`config.mk`:
```
export PLATFORM = sky130hd
export DESIGN_NAME = core_ctrl
export DESIGN_NICKNAME = d
export VERILOG_FILES = /design/src/rtl/core_pkg.sv /design/src/rtl/core_ctrl.sv
export SDC_FILE = /design/constraint.sdc
export NUM_CORES = 1
export LEC_CHECK = 0
export BUFFER_PORTS_ARGS = -buffer_cell sky130_fd_sc_hd__buf_2
export CORE_ASPECT_RATIO = 1.25
export CORE_MARGIN = 2
export CORE_UTILIZATION = 30
export CTS_BUF_LIST = sky130_fd_sc_hd__clkbuf_8
export CTS_CLUSTER_DIAMETER = 120
export DETAILED_ROUTE_END_ITERATION = 6
export GPL_TIMING_DRIVEN = 0
export PLACE_DENSITY = 0.47
export SLEW_MARGIN = 10
export SYNTH_ARGS = -nofsm -noshare
export SYNTH_HDL_FRONTEND = slang
export SYNTH_SLANG_ARGS = --single-unit
export TNS_END_PERCENT = 30
```
`constraint.sdc`:
```
create_clock -name i_clk -period 3.7 [get_ports i_clk]
set_clock_uncertainty 0.05 [all_clocks]
set_input_delay 0.37 -clock i_clk [delete_from_list [all_inputs] [get_ports i_clk]]
set_output_delay 0.37 -clock i_clk [all_outputs]
set_load 0.01 [all_outputs]
```
`src/rtl/core_pkg.sv`:
```
// core_pkg: shared types and constants for the core_ctrl command controller.
// Holds the opcode enum, the FSM state enum, the channel-depth codes, the image
// size and the display-origin limit, plus small opcode classification helpers.
package core_pkg;

    localparam int unsigned IMG_BYTES = 2048;
    localparam int unsigned ORG_MAX   = 6;

    typedef enum logic [3:0] {
        OpLoad      = 4'd0,
        OpRight     = 4'd1,
        OpLeft      = 4'd2,
        OpUp        = 4'd3,
        OpDown      = 4'd4,
        OpDepthDown = 4'd5,
        OpDepthUp   = 4'd6,
        OpDisplay   = 4'd7,
        OpConv      = 4'd8,
        OpMedian    = 4'd9,
        OpSobelNms  = 4'd10
    } op_e;

    typedef enum logic [2:0] {
        StIdle    = 3'd0,
        StWaitOp  = 3'd1,
        StLoad    = 3'd2,
        StExec    = 3'd3,
        StWaitEng = 3'd4
    } state_e;

    typedef enum logic [1:0] {
        Depth8  = 2'd0,
        Depth16 = 2'd1,
        Depth32 = 2'd2
    } depth_e;

    // Opcodes 7..10 hand off to an external engine.
    function automatic logic is_eng_op(input logic [3:0] mode);
        return (mode >= 4'(OpDisplay)) && (mode <= 4'(OpSobelNms));
    endfunction

    // Opcodes 11..15 are undefined and run as one-cycle no-ops.
    function automatic logic is_illegal_op(input logic [3:0] mode);
        return mode > 4'(OpSobelNms);
    endfunction

    function automatic logic [1:0] eng_sel_of(input logic [3:0] mode);
        logic [3:0] diff;
        diff = mode - 4'(OpDisplay);
        return diff[1:0];
    endfunction

endpackage

```
`src/rtl/core_ctrl.sv`:
```
// core_ctrl: opcode-driven controller for an image core.
// Requests an op (o_op_ready pulse), then either streams a 2048-byte image load
// into SRAM, nudges the display origin / channel depth, or launches an engine
// and waits for its done pulse.
// Ports:
//   i_clk, i_rst            clock, asynchronous active-high reset
//   i_op_valid, i_op_mode   opcode handshake input
//   o_op_ready              one-cycle request for the next op
//   i_in_valid, o_in_ready  load byte handshake
//   o_ld_we, o_ld_addr      SRAM write strobe and address for load bytes
//   o_org_row, o_org_col    display origin, each 0..6
//   o_depth                 channel depth code (0=8, 1=16, 2=32)
//   o_eng_start, o_eng_sel  engine launch pulse and engine select
//   i_eng_done              engine completion pulse
//   o_err                   sticky illegal-opcode flag, present only when
//                           CORE_CTRL_ILLEGAL_ERR_EN is defined
module core_ctrl
    import core_pkg::*;
(
    input  logic        i_clk,
    input  logic        i_rst,
    input  logic        i_op_valid,
    input  logic [3:0]  i_op_mode,
    output logic        o_op_ready,
    input  logic        i_in_valid,
    output logic        o_in_ready,
    output logic        o_ld_we,
    output logic [10:0] o_ld_addr,
    output logic [2:0]  o_org_row,
    output logic [2:0]  o_org_col,
    output logic [1:0]  o_depth,
    output logic        o_eng_start,
    output logic [1:0]  o_eng_sel,
    input  logic        i_eng_done
`ifdef CORE_CTRL_ILLEGAL_ERR_EN
    ,
    output logic        o_err
`endif
);

    state_e      state_q, state_d;
    logic [3:0]  mode_q;
    logic [10:0] cnt_q;
    logic [2:0]  row_q, col_q;
    logic [1:0]  depth_q;
    logic [1:0]  eng_sel_q;
    logic        op_accept;
    logic        last_byte;

    assign op_accept = (state_q == StWaitOp) && i_op_valid;
    assign last_byte = (cnt_q == 11'(IMG_BYTES - 1));

    // State register
    always_ff @(posedge i_clk or posedge i_rst) begin
        if (i_rst) begin
            state_q <= StIdle;
        end else begin
            state_q <= state_d;
        end
    end

    // Next-state logic
    always_comb begin
        state_d = state_q;
        unique case (state_q)
            StIdle: state_d = StWaitOp;
            StWaitOp: begin
                if (i_op_valid) begin
                    if (i_op_mode == 4'(OpLoad)) begin
                        state_d = StLoad;
                    end else if (is_eng_op(i_op_mode)) begin
                        state_d = StWaitEng;
                    end else begin
                        state_d = StExec;
                    end
                end
            end
            StLoad: begin
                if (i_in_valid && last_byte) begin
                    state_d = StIdle;
                end
            end
            StExec: state_d = StIdle;
            StWaitEng: begin
                if (i_eng_done) begin
                    state_d = StIdle;
                end
            end
            default: state_d = StIdle;
        endcase
    end

    // Output logic; op_ready is masked while reset holds the FSM in IDLE so the
    // pulse lands on the first cycle after release.
    always_comb begin
        o_op_ready  = (state_q == StIdle) && !i_rst;
        o_in_ready  = (state_q == StLoad);
        o_ld_we     = (state_q == StLoad) && i_in_valid;
        o_eng_start = op_accept && is_eng_op(i_op_mode);
    end

    // Load counter, latched op, origin/depth and engine-select registers
    always_ff @(posedge i_clk or posedge i_rst) begin
        if (i_rst) begin
            mode_q    <= 4'd0;
            cnt_q     <= 11'd0;
            row_q     <= 3'd0;
            col_q     <= 3'd0;
            depth_q   <= Depth32;
            eng_sel_q <= 2'd0;
        end else begin
            if (op_accept) begin
                mode_q <= i_op_mode;
                if (is_eng_op(i_op_mode)) begin
                    eng_sel_q <= eng_sel_of(i_op_mode);
                end
            end
            if (o_ld_we) begin
                cnt_q <= last_byte ? 11'd0 : cnt_q + 11'd1;
            end
            if (state_q == StExec) begin
                case (mode_q)
                    4'(OpRight): if (col_q != 3'(ORG_MAX)) col_q <= col_q + 3'd1;
                    4'(OpLeft):  if (col_q != 3'd0)        col_q <= col_q - 3'd1;
                    4'(OpDown):  if (row_q != 3'(ORG_MAX)) row_q <= row_q + 3'd1;
                    4'(OpUp):    if (row_q != 3'd0)        row_q <= row_q - 3'd1;
                    4'(OpDepthUp):   if (depth_q != Depth32) depth_q <= depth_q + 2'd1;
                    4'(OpDepthDown): if (depth_q != Depth8)  depth_q <= depth_q - 2'd1;
                    default: ;
                endcase
            end
        end
    end

`ifdef CORE_CTRL_ILLEGAL_ERR_EN
    logic err_q;

    always_ff @(posedge i_clk or posedge i_rst) begin
        if (i_rst) begin
            err_q <= 1'b0;
        end else if (op_accept && is_illegal_op(i_op_mode)) begin
            err_q <= 1'b1;
        end
    end

    assign o_err = err_q;
`endif

    assign o_ld_addr = cnt_q;
    assign o_org_row = row_q;
    assign o_org_col = col_q;
    assign o_depth   = depth_q;
    assign o_eng_sel = eng_sel_q;

endmodule

```
* After elaboration in Yosys (flattened, before gate mapping)
Cells that the tools add are included.
** Cells by class
- Add/subtract/negate cells :: 8
- Magnitude comparators :: 2
- Equal/unequal tests :: 23
- Multiplexer cells :: 16
- Reductions and logical operators :: 20
** Operator list (number)
- $mux 3 :: 9
- $ne 2x2->1 const B :: 9
- $eq 4x3->1 const B :: 3
- $pmux 3 s2 :: 2
- $pmux 3 s4 :: 1
- $reduce_and 4->1 :: 3
- $add 11x1->11 const B :: 1
- $eq 11x11->1 const B :: 1
- $mux 11 :: 1
- $eq 4x2->1 const B :: 2
- $reduce_bool 2->1 :: 4
- $add 3x1->3 const B :: 2
- $eq 3x2->1 const B :: 2
- $logic_and 1x1->1 :: 6
- $ne 3x3->1 const B :: 2
- $reduce_bool 3->1 :: 2
- $sub 3x1->3 const B :: 2
- $eq 4x1->1 const B :: 1
- $ge 4x3->1 const B :: 1
- $le 4x4->1 const B :: 1
- $logic_not 4->1 :: 1
- $mux 2 :: 2
- $pmux 2 s2 :: 1
- $eq 3x1->1 const B :: 1
- other kinds (9) :: 9
** Storage, ports and cells
- Flip-flop bits (word level) :: 28
- Logic and storage cells :: 76

* Longest topological paths before layout
Gate-level depths: netlist of the first run.
- Word-level depth :: 6
- Gate-level depth with buffers :: 6
- Depth with buffers taken out :: 6

* Worst setup path before layout of the first run
OpenSTA, ideal clock, no wires.
- Path type :: reg2reg
- Start point :: register mode_q[3]
- End point :: register col_q[2], in the netlist o_org_col[2]
- Data arrival time :: 1.713 ns
- Required time :: 3.523 ns
- Path slack :: 1.810 ns
- Stages on the path, launching flop included :: 6
- Period minus slack after synthesis :: 1.890 ns
- Cell sequence :: dfrtp_1 > or4b_4 > fa_1 > xor2_1 > nand3_1 > xnor2_1
** Between the ends
- Cells in the longest elaborated chain, start to end :: 3
- Elaborated cells on any way between the ends :: 7
- Those cells by class :: 4 x eq/ne; 1 x mux; 2 x reduce/logical
** RTL lines
- start, declared :: RTL line core_ctrl.sv:42 : logic [3:0] mode_q;
- start signal, assigned :: RTL line core_ctrl.sv:113 : mode_q <= i_op_mode;
- $eq 4x2->1 / $eq 4x1->1 (equally long branches) :: RTL line core_ctrl.sv:122 : case (mode_q)
- $ne 2x2->1 (no line) / $reduce_bool 2->1 (equally long branches)
- $reduce_and 4->1 (no line)
- end signal, assigned :: RTL line core_ctrl.sv:123 : 4'(OpRight): if (col_q != 3'(ORG_MAX)) col_q <= col_q + 3'd1;
- end signal, assigned :: RTL line core_ctrl.sv:124 : 4'(OpLeft): if (col_q != 3'd0) col_q <= col_q - 3'd1;
- end, declared :: RTL line core_ctrl.sv:44 : logic [2:0] row_q, col_q;
Several ways; a longest one is shown, not always the timed one.
A chain may end at the register's enable or synchronous reset.

* Worst setup path in the final report of the first run
- Start point :: register state_q[2]
- End point :: output port o_eng_start
** Between the ends
- Cells in the longest elaborated chain, start to end :: 3
** RTL lines
- start, declared :: RTL line core_ctrl.sv:41 : state_e state_q, state_d;
- start signal, assigned :: RTL line core_ctrl.sv:56 : state_q <= StIdle;
- start signal, assigned :: RTL line core_ctrl.sv:58 : state_q <= state_d;
- $eq 3x1->1 :: RTL line core_ctrl.sv:50 : assign op_accept = (state_q == StWaitOp) && i_op_valid;
- $logic_and 1x1->1 :: RTL line core_ctrl.sv:50
- $logic_and 1x1->1 :: RTL line core_ctrl.sv:99 : o_eng_start = op_accept && is_eng_op(i_op_mode);
- end, declared :: RTL line core_ctrl.sv:32 : output logic o_eng_start,
No other way between the ends.

==> impl_metrics.toml, run 1 <==
[clocking]
cts_setup_buffers = 0
clock_path_buffers = 2
cts_made_buffers = 3
root_buffer = "clkbuf_8"
path_clk_slew_ns = 0.10
cts-resized-gates = 0
htree_num_levels = 1
clkSinkCount = 28
cts_tree = "yes"
hold_buffers = 0
clkLatencyLatePin_ns = 0.27

[synthesis]
yosysTopAreaCellShare = 0.4222
synthArstFlopShare = 1.000
syn_area_per_cell_um2 = 10.19
ys.flop_type = "dfrtp_1"
ys_warn_count = 0
syn_nets = 172
synthTopCellsByArea = "dfrtp_1, xnor2_1, mux2_2"
ys_seq_elements = 28
syn_area_um2 = 1600
yosysSeqAreaShare = 0.4386
synth_top_area_cell = "dfrtp_1"
ys_types = 43
synth-edff-count = 0
syn_inst = 157

[job]
drv_cap = 0

[route]
antenna_left = 0
wire_per_inst_um = 13.39
drt_iter0_drc = 70
drc_errors = 0
vias = 1289
viasPerCell = 5.035
firstDrtPassIters = 4
wl_mm = 3.427

[floorplan]
die_area_um2 = 5938
core-area_um2 = 5116
pin_count = 34
rows = 29
start_util = 0.3128
die_h_um = 85.66
die_w_um = 69.33

[critical_path]
cp-end-kind = "output port"
cp_max_fo = 7
crit_type = "flip-flop to output port"
worst-path-stages = 4
crit_path_start_kind = "flip-flop"
max_stage_delay_ns = 0.47
crit_chain = "nor3_2 > nand2_1 > inv_1 > buf_2"
worstRegToRegCells = 5
endpoint = "o_eng_start"
required_ns = 3.28
crit_slowest_cell = "dfrtp_1"
path_delay_family = "simple AND/OR/NAND/NOR gates"
critical_path_buf_inv_count = 2
r2r-start = "mode_q[3]$_DFFE_PP0P_"
worstSetupStartpoint = "state_q[2]$_DFFE_PP0P_"
critPathArrivalTime_ns = 1.62
ff2ff_setup_slack_ns = 1.70
rr_endpoint = "o_org_col[2]$_DFFE_PP0P_"

[sta]
max_slew.worst_pin.slew_ns = 1.061
fin_ws_ns = 1.658
fin_tns_setup_ns = 0
setup_viol = 0
hold_viol = 0
holdWs_ns = 0.1739
fin_crit_ns = 2.042
relSlewSlack = 0.2883
maxSlewViolCount = 0
post-route-period-util = 0.5520
fmax_ghz = 0.4896
rsz0062_at_grt = "false"

[global_route]
grt_overflow = 0
grt_max_degree = 29
grt_use_total = 0.1215
grt_pass1_vias = 1303
grt_pass1_wl_mm = 5.899
antenna_found_initial = 0

[layout]
area_growth_pct = 18.61
nNetsFinal = 210
diodes = 0
drive_above_1_share = 0.2784
final_common_cell = "buf_2"
final_util = 0.3710
layout_common_cells = "buf_2, dfrtp_1, nand2_1"
fin_cells = 256

[outcome]
outcome = "complete, no violations"

[power]
cellPowerDensity_nw_per_um2 = 624.3
leakage_nw = 0.8395
vdd_drop_max_mv = 0.2773

[placement]
gp_congestion = 0.7473
dp_cells = 252
dpl.hpwl_mm = 2.598
pre_cts_slack_ns = 1.712
io_buffers = 33

[worst_hold_path]
hp-class = "input port to asynchronous set/reset pin"
==> cell families after synthesis <==
family                   synth area share
buffers and inverters             0.04769
XOR/XNOR                          0.07662
adder cells (fa/ha/maj)           0.05630
flip-flops                         0.4386
AND/OR/NAND/NOR                    0.2369
AO/OA/AOI/OAI                     0.08992
multiplexers                      0.05395
==> where the power goes <==
group,switching (mW),internal (mW)
registers,0.112,0.401
logic,0.259,0.221
clock network,0.0972,0.0953
total,0.468,0.717
==> worst min-delay path by stage <==
| stage | end |
|---|---|
| detailed placement | o_eng_sel[1]$_DFFE_PP0P_ |
| floorplan | mode_q[0]$_DFFE_PP0P_ |
| CTS | state_q[2]$_DFFE_PP0P_ |
| global placement | o_eng_sel[0]$_DFFE_PP0P_ |
| finish | o_ld_addr[1]$_DFFE_PP0P_ |
| global route | state_q[2]$_DFFE_PP0P_ |
==> registers in the layout, indices dropped and copies added (netlist names) <==
name	cells
mode_q	4
o_ld_addr	11
o_eng_sel	2
o_org_col	3
o_org_row	3
state_q	3
o_depth	2
==> cells in the mapped netlist (all sizes together) (3+ instances only) <==
master,count
mux2i,3
nor3,8
nand2b,3
ha,4
o21ai,7
dfrtp,27
xnor2,10
nand4,5
nor4,5
nand3,5
nor2,6
xor2,4
mux2,5
inv,15
nand2,14
nor3b,3
buf,4
==> area by class of cell <==
type	instances	area [um2]
Tap cell	62	77.57
Clock buffer	4	55.05
Sequential cell	28	701.9
Fill cell	524	3218
Timing Repair Buffer	33	165.2
Multi-Input combinational cell	110	822.0
Inverter	15	56.30
Buffer	4	20.02
==> per-stage QoR <==
stage / power [mW] / area, um2
final: 1.185 / 1898
after global routing: 1.287 / 1898
after CTS: 1.205 / 1898
after detailed placement: 1.005 / 1843
after global placement: 0.9863 / 1843
after floorplan: 0.8403 / 1600
==> metal layers <==
| metal | routed length (um) | track usage |
|---|---|---|
| met1 | 1600 | 0.1509 |
| met2 | 1694 | 0.2150 |
| met3 | 108 | 0.02115 |
| met4 | 23 | 0.03743 |
| met5 | 0 | 0 |
(Power assumes the default switching activity.)
==> inputs of run 2 (changes only) <==
--- a/config.mk
+++ b/config.mk
@@ -5,6 +5,7 @@
 export SDC_FILE = /design/constraint.sdc
 export NUM_CORES = 1
 export LEC_CHECK = 0
+export ABC_AREA = 1
 export BUFFER_PORTS_ARGS = -buffer_cell sky130_fd_sc_hd__buf_2
 export CORE_ASPECT_RATIO = 1.25
 export CORE_MARGIN = 2
@@ -13,7 +14,7 @@
 export CTS_CLUSTER_DIAMETER = 120
 export DETAILED_ROUTE_END_ITERATION = 6
 export GPL_TIMING_DRIVEN = 0
-export PLACE_DENSITY = 0.47
+export PLACE_DENSITY = 0.46
 export SLEW_MARGIN = 10
 export SYNTH_ARGS = -nofsm -noshare
 export SYNTH_HDL_FRONTEND = slang
==> constraint.sdc (replaced) <==
create_clock -name i_clk -period 2 [get_ports i_clk]
set_clock_uncertainty 0.05 [all_clocks]
set_input_delay 0.2 -clock i_clk [delete_from_list [all_inputs] [get_ports i_clk]]
set_output_delay 0.2 -clock i_clk [all_outputs]
set_load 0.01 [all_outputs]
==> run 2 against run 1 <==
The flow now finishes with violations (negative hold slack). Power is 110% higher. Design area is 11% higher. Clock-buffer cell count stayed put. Combinational power is 130% higher. Largest cell class unchanged. Global-route usage hardly changed. First-iteration DRC count is 20% lower. Clock power is 90% higher. Flip-flop and latch count stayed put. Final cell count is 32% higher. Area after synthesis is 13% higher. Hold slack worse by 0.17 ns. Non-clock buffer count is 3 lower.
==> impl_metrics.toml, run 2 <==
[outcome]
outcome = "finished with violations"
violations = "negative hold slack"

[critical_path]
crit_path_start_kind = "flip-flop"
cp_max_fo = 9
ff2ff_setup_slack_ns = 0.36
cp-end-kind = "output port"
worstRegToRegCells = 7
crit_type = "flip-flop to output port"
required_ns = 1.75
critPathArrivalTime_ns = 1.48

[sta]
fin_tns_setup_ns = 0
rsz0062_at_grt = "false"
hold_viol = 2
relSlewSlack = 0.2858
setup_viol = 0
maxSlewViolCount = 0
fmax_ghz = 0.5774
post-route-period-util = 0.8660
holdWs_ns = -0.0003169
fin_crit_ns = 1.732
max_slew.worst_pin.slew_ns = 1.065

[clocking]
clkSinkCount = 28
cts_setup_buffers = 0
cts-resized-gates = 0
cts_made_buffers = 3
path_clk_slew_ns = 0.10
htree_num_levels = 1
hold_buffers = 0
root_buffer = "clkbuf_8"
clkLatencyLatePin_ns = 0.28
cts_tree = "yes"
clock_path_buffers = 2

[synthesis]
yosysSeqAreaShare = 0.3890
ys_warn_count = 0
synth_compound_area_frac = 0.03883
yosysTopAreaCellShare = 0.3745
synth_top_area_cell = "dfrtp_1"
synthSimpleGateAreaFrac = 0.4189
synth_xor_xnor_area_share = 0.02427
synth_fa_ha_area_frac = 0.04993
syn_nets = 250
synthArstFlopShare = 1.000
synth_common_cells = "nand2_1, inv_1, dfrtp_1, nand3_1, nor2_1"
ys_seq_elements = 28
synthMuxAreaShare = 0
synth-edff-count = 0
synth_top_family_by_area = "simple AND/OR/NAND/NOR gates"
yosysMostFrequentCell = "nand2_1"
syn_area_per_cell_um2 = 7.678
ys.flop_type = "dfrtp_1"
synthTopCellsByArea = "dfrtp_1, nand2_1, inv_1"
ys_types = 32
syn_area_um2 = 1804
syn_inst = 235

[route]
viasPerCell = 4.444
wire_per_inst_um = 11.15
antenna_left = 0
firstDrtPassIters = 4
vias = 1502
wl_mm = 3.768
drt_iter0_drc = 56
drc_errors = 0

[floorplan]
rows = 31
start_util = 0.3101
die_w_um = 73.37
die_h_um = 90.71
die_area_um2 = 6655
core-area_um2 = 5818
pin_count = 34

[global_route]
grt_use_total = 0.1213
grt_use_met2 = 0.1922
grt_overflow = 0
grtUsageMet1 = 0.1675
grt_max_degree = 29
grt_pass1_wl_mm = 6.472
antenna_found_initial = 0
top_usage_layer = "met2"
grt_pass1_vias = 1432
grt_util_met3 = 0.01674

[layout]
drive_above_1_share = 0.2721
diodes = 0
largest_register_ffs = 11
nNetsFinal = 288
area_growth_pct = 16.78
final_common_cell = "nand2_1"
layout_common_cells = "nand2_1, buf_2, inv_1"
finalInstanceArea_um2 = 2107

[placement]
io_buffers = 33
gp_congestion = 0.7670
postPlaceCellArea_um2 = 2052
dpl.hpwl_mm = 2.927

[worst_hold_path]
hp-class = "input port to asynchronous set/reset pin"

[power]
cellPowerDensity_nw_per_um2 = 1160
vdd_drop_max_mv = 0.5089
leakage_nw = 1.112

[job]
drv_cap = 0
==> run 2: worst max-delay path, cell delays in order, from the launching register on <==
cell and delay (ns):
dfrtp_1 0.45, nor2_2 0.19, nand3_2 0.19, nor2_2 0.21, buf_2 0.16
==> run 2: worst paths after layout <==
check	startpoint	endpoint
worst max-delay path	state_q[2]$_DFFE_PP0P_	o_eng_start
worst min-delay path	i_rst	o_eng_sel[1]$_DFFE_PP0P_
worst max register to register	mode_q[3]$_DFFE_PP0P_	o_org_row[2]$_DFFE_PP0P_
worst min register to register	o_eng_sel[1]$_DFFE_PP0P_	o_eng_sel[1]$_DFFE_PP0P_
max in group asynchronous	i_rst	o_org_col[2]$_DFFE_PP0P_
min in group i_clk	i_op_mode[0]	o_eng_sel[0]$_DFFE_PP0P_
==> run 2: final cells by class <==
| type | count | area (um2) |
|---|---|---|
| multi-input cells | 171 | 959.7 |
| inverters | 35 | 131.4 |
| plain buffers | 1 | 11.26 |
| repair buffers | 33 | 165.2 |
| fillers | 637 | 3711 |
| well taps | 66 | 82.58 |
| flip-flops and latches | 28 | 701.9 |
| clock buffers | 4 | 55.05 |
==> run 2: cell families (layout without fill, tap and decap cells) <==
logic type,after synthesis,after routing
simple gates,146,146
buf+inv,36,73
flops,28,28
compound gates,14,14
fa+ha+maj,6,6
xor+xnor,5,5
==> run 2: metal layers <==
layer | up-vias | part of all wire
met5 | - | 0
li1 | 810 | -
met1 | 665 | 0.49
met2 | 25 | 0.48
met4 | 0 | 0.010
met3 | 2 | 0.026
==> run 2: power by group <==
part	total [mW]	switching [mW]	internal [mW]
combinational	1.11	0.688	0.419
clock	0.364	0.188	0.176
sequential	0.972	0.220	0.752
total	2.44	1.10	1.35
==> run 2: per-stage QoR <==
stage | power, mW | hold WS [ns] | std cells | util | setup WS, ns
floorplan | 1.789 | 0.2147 | 235 | - | 0.4870
global placement | 2.099 | 0.3722 | 334 | 0.3527 | 0.3757
finish | 2.443 | -0.0003169 | 338 | 0.3622 | 0.2679
detailed placement | 2.105 | 0.3770 | 334 | 0.3527 | 0.3733
CTS | 2.483 | 0.06823 | 338 | 0.3622 | 0.2546
global route | 2.688 | 0.06103 | 338 | 0.3622 | 0.1454
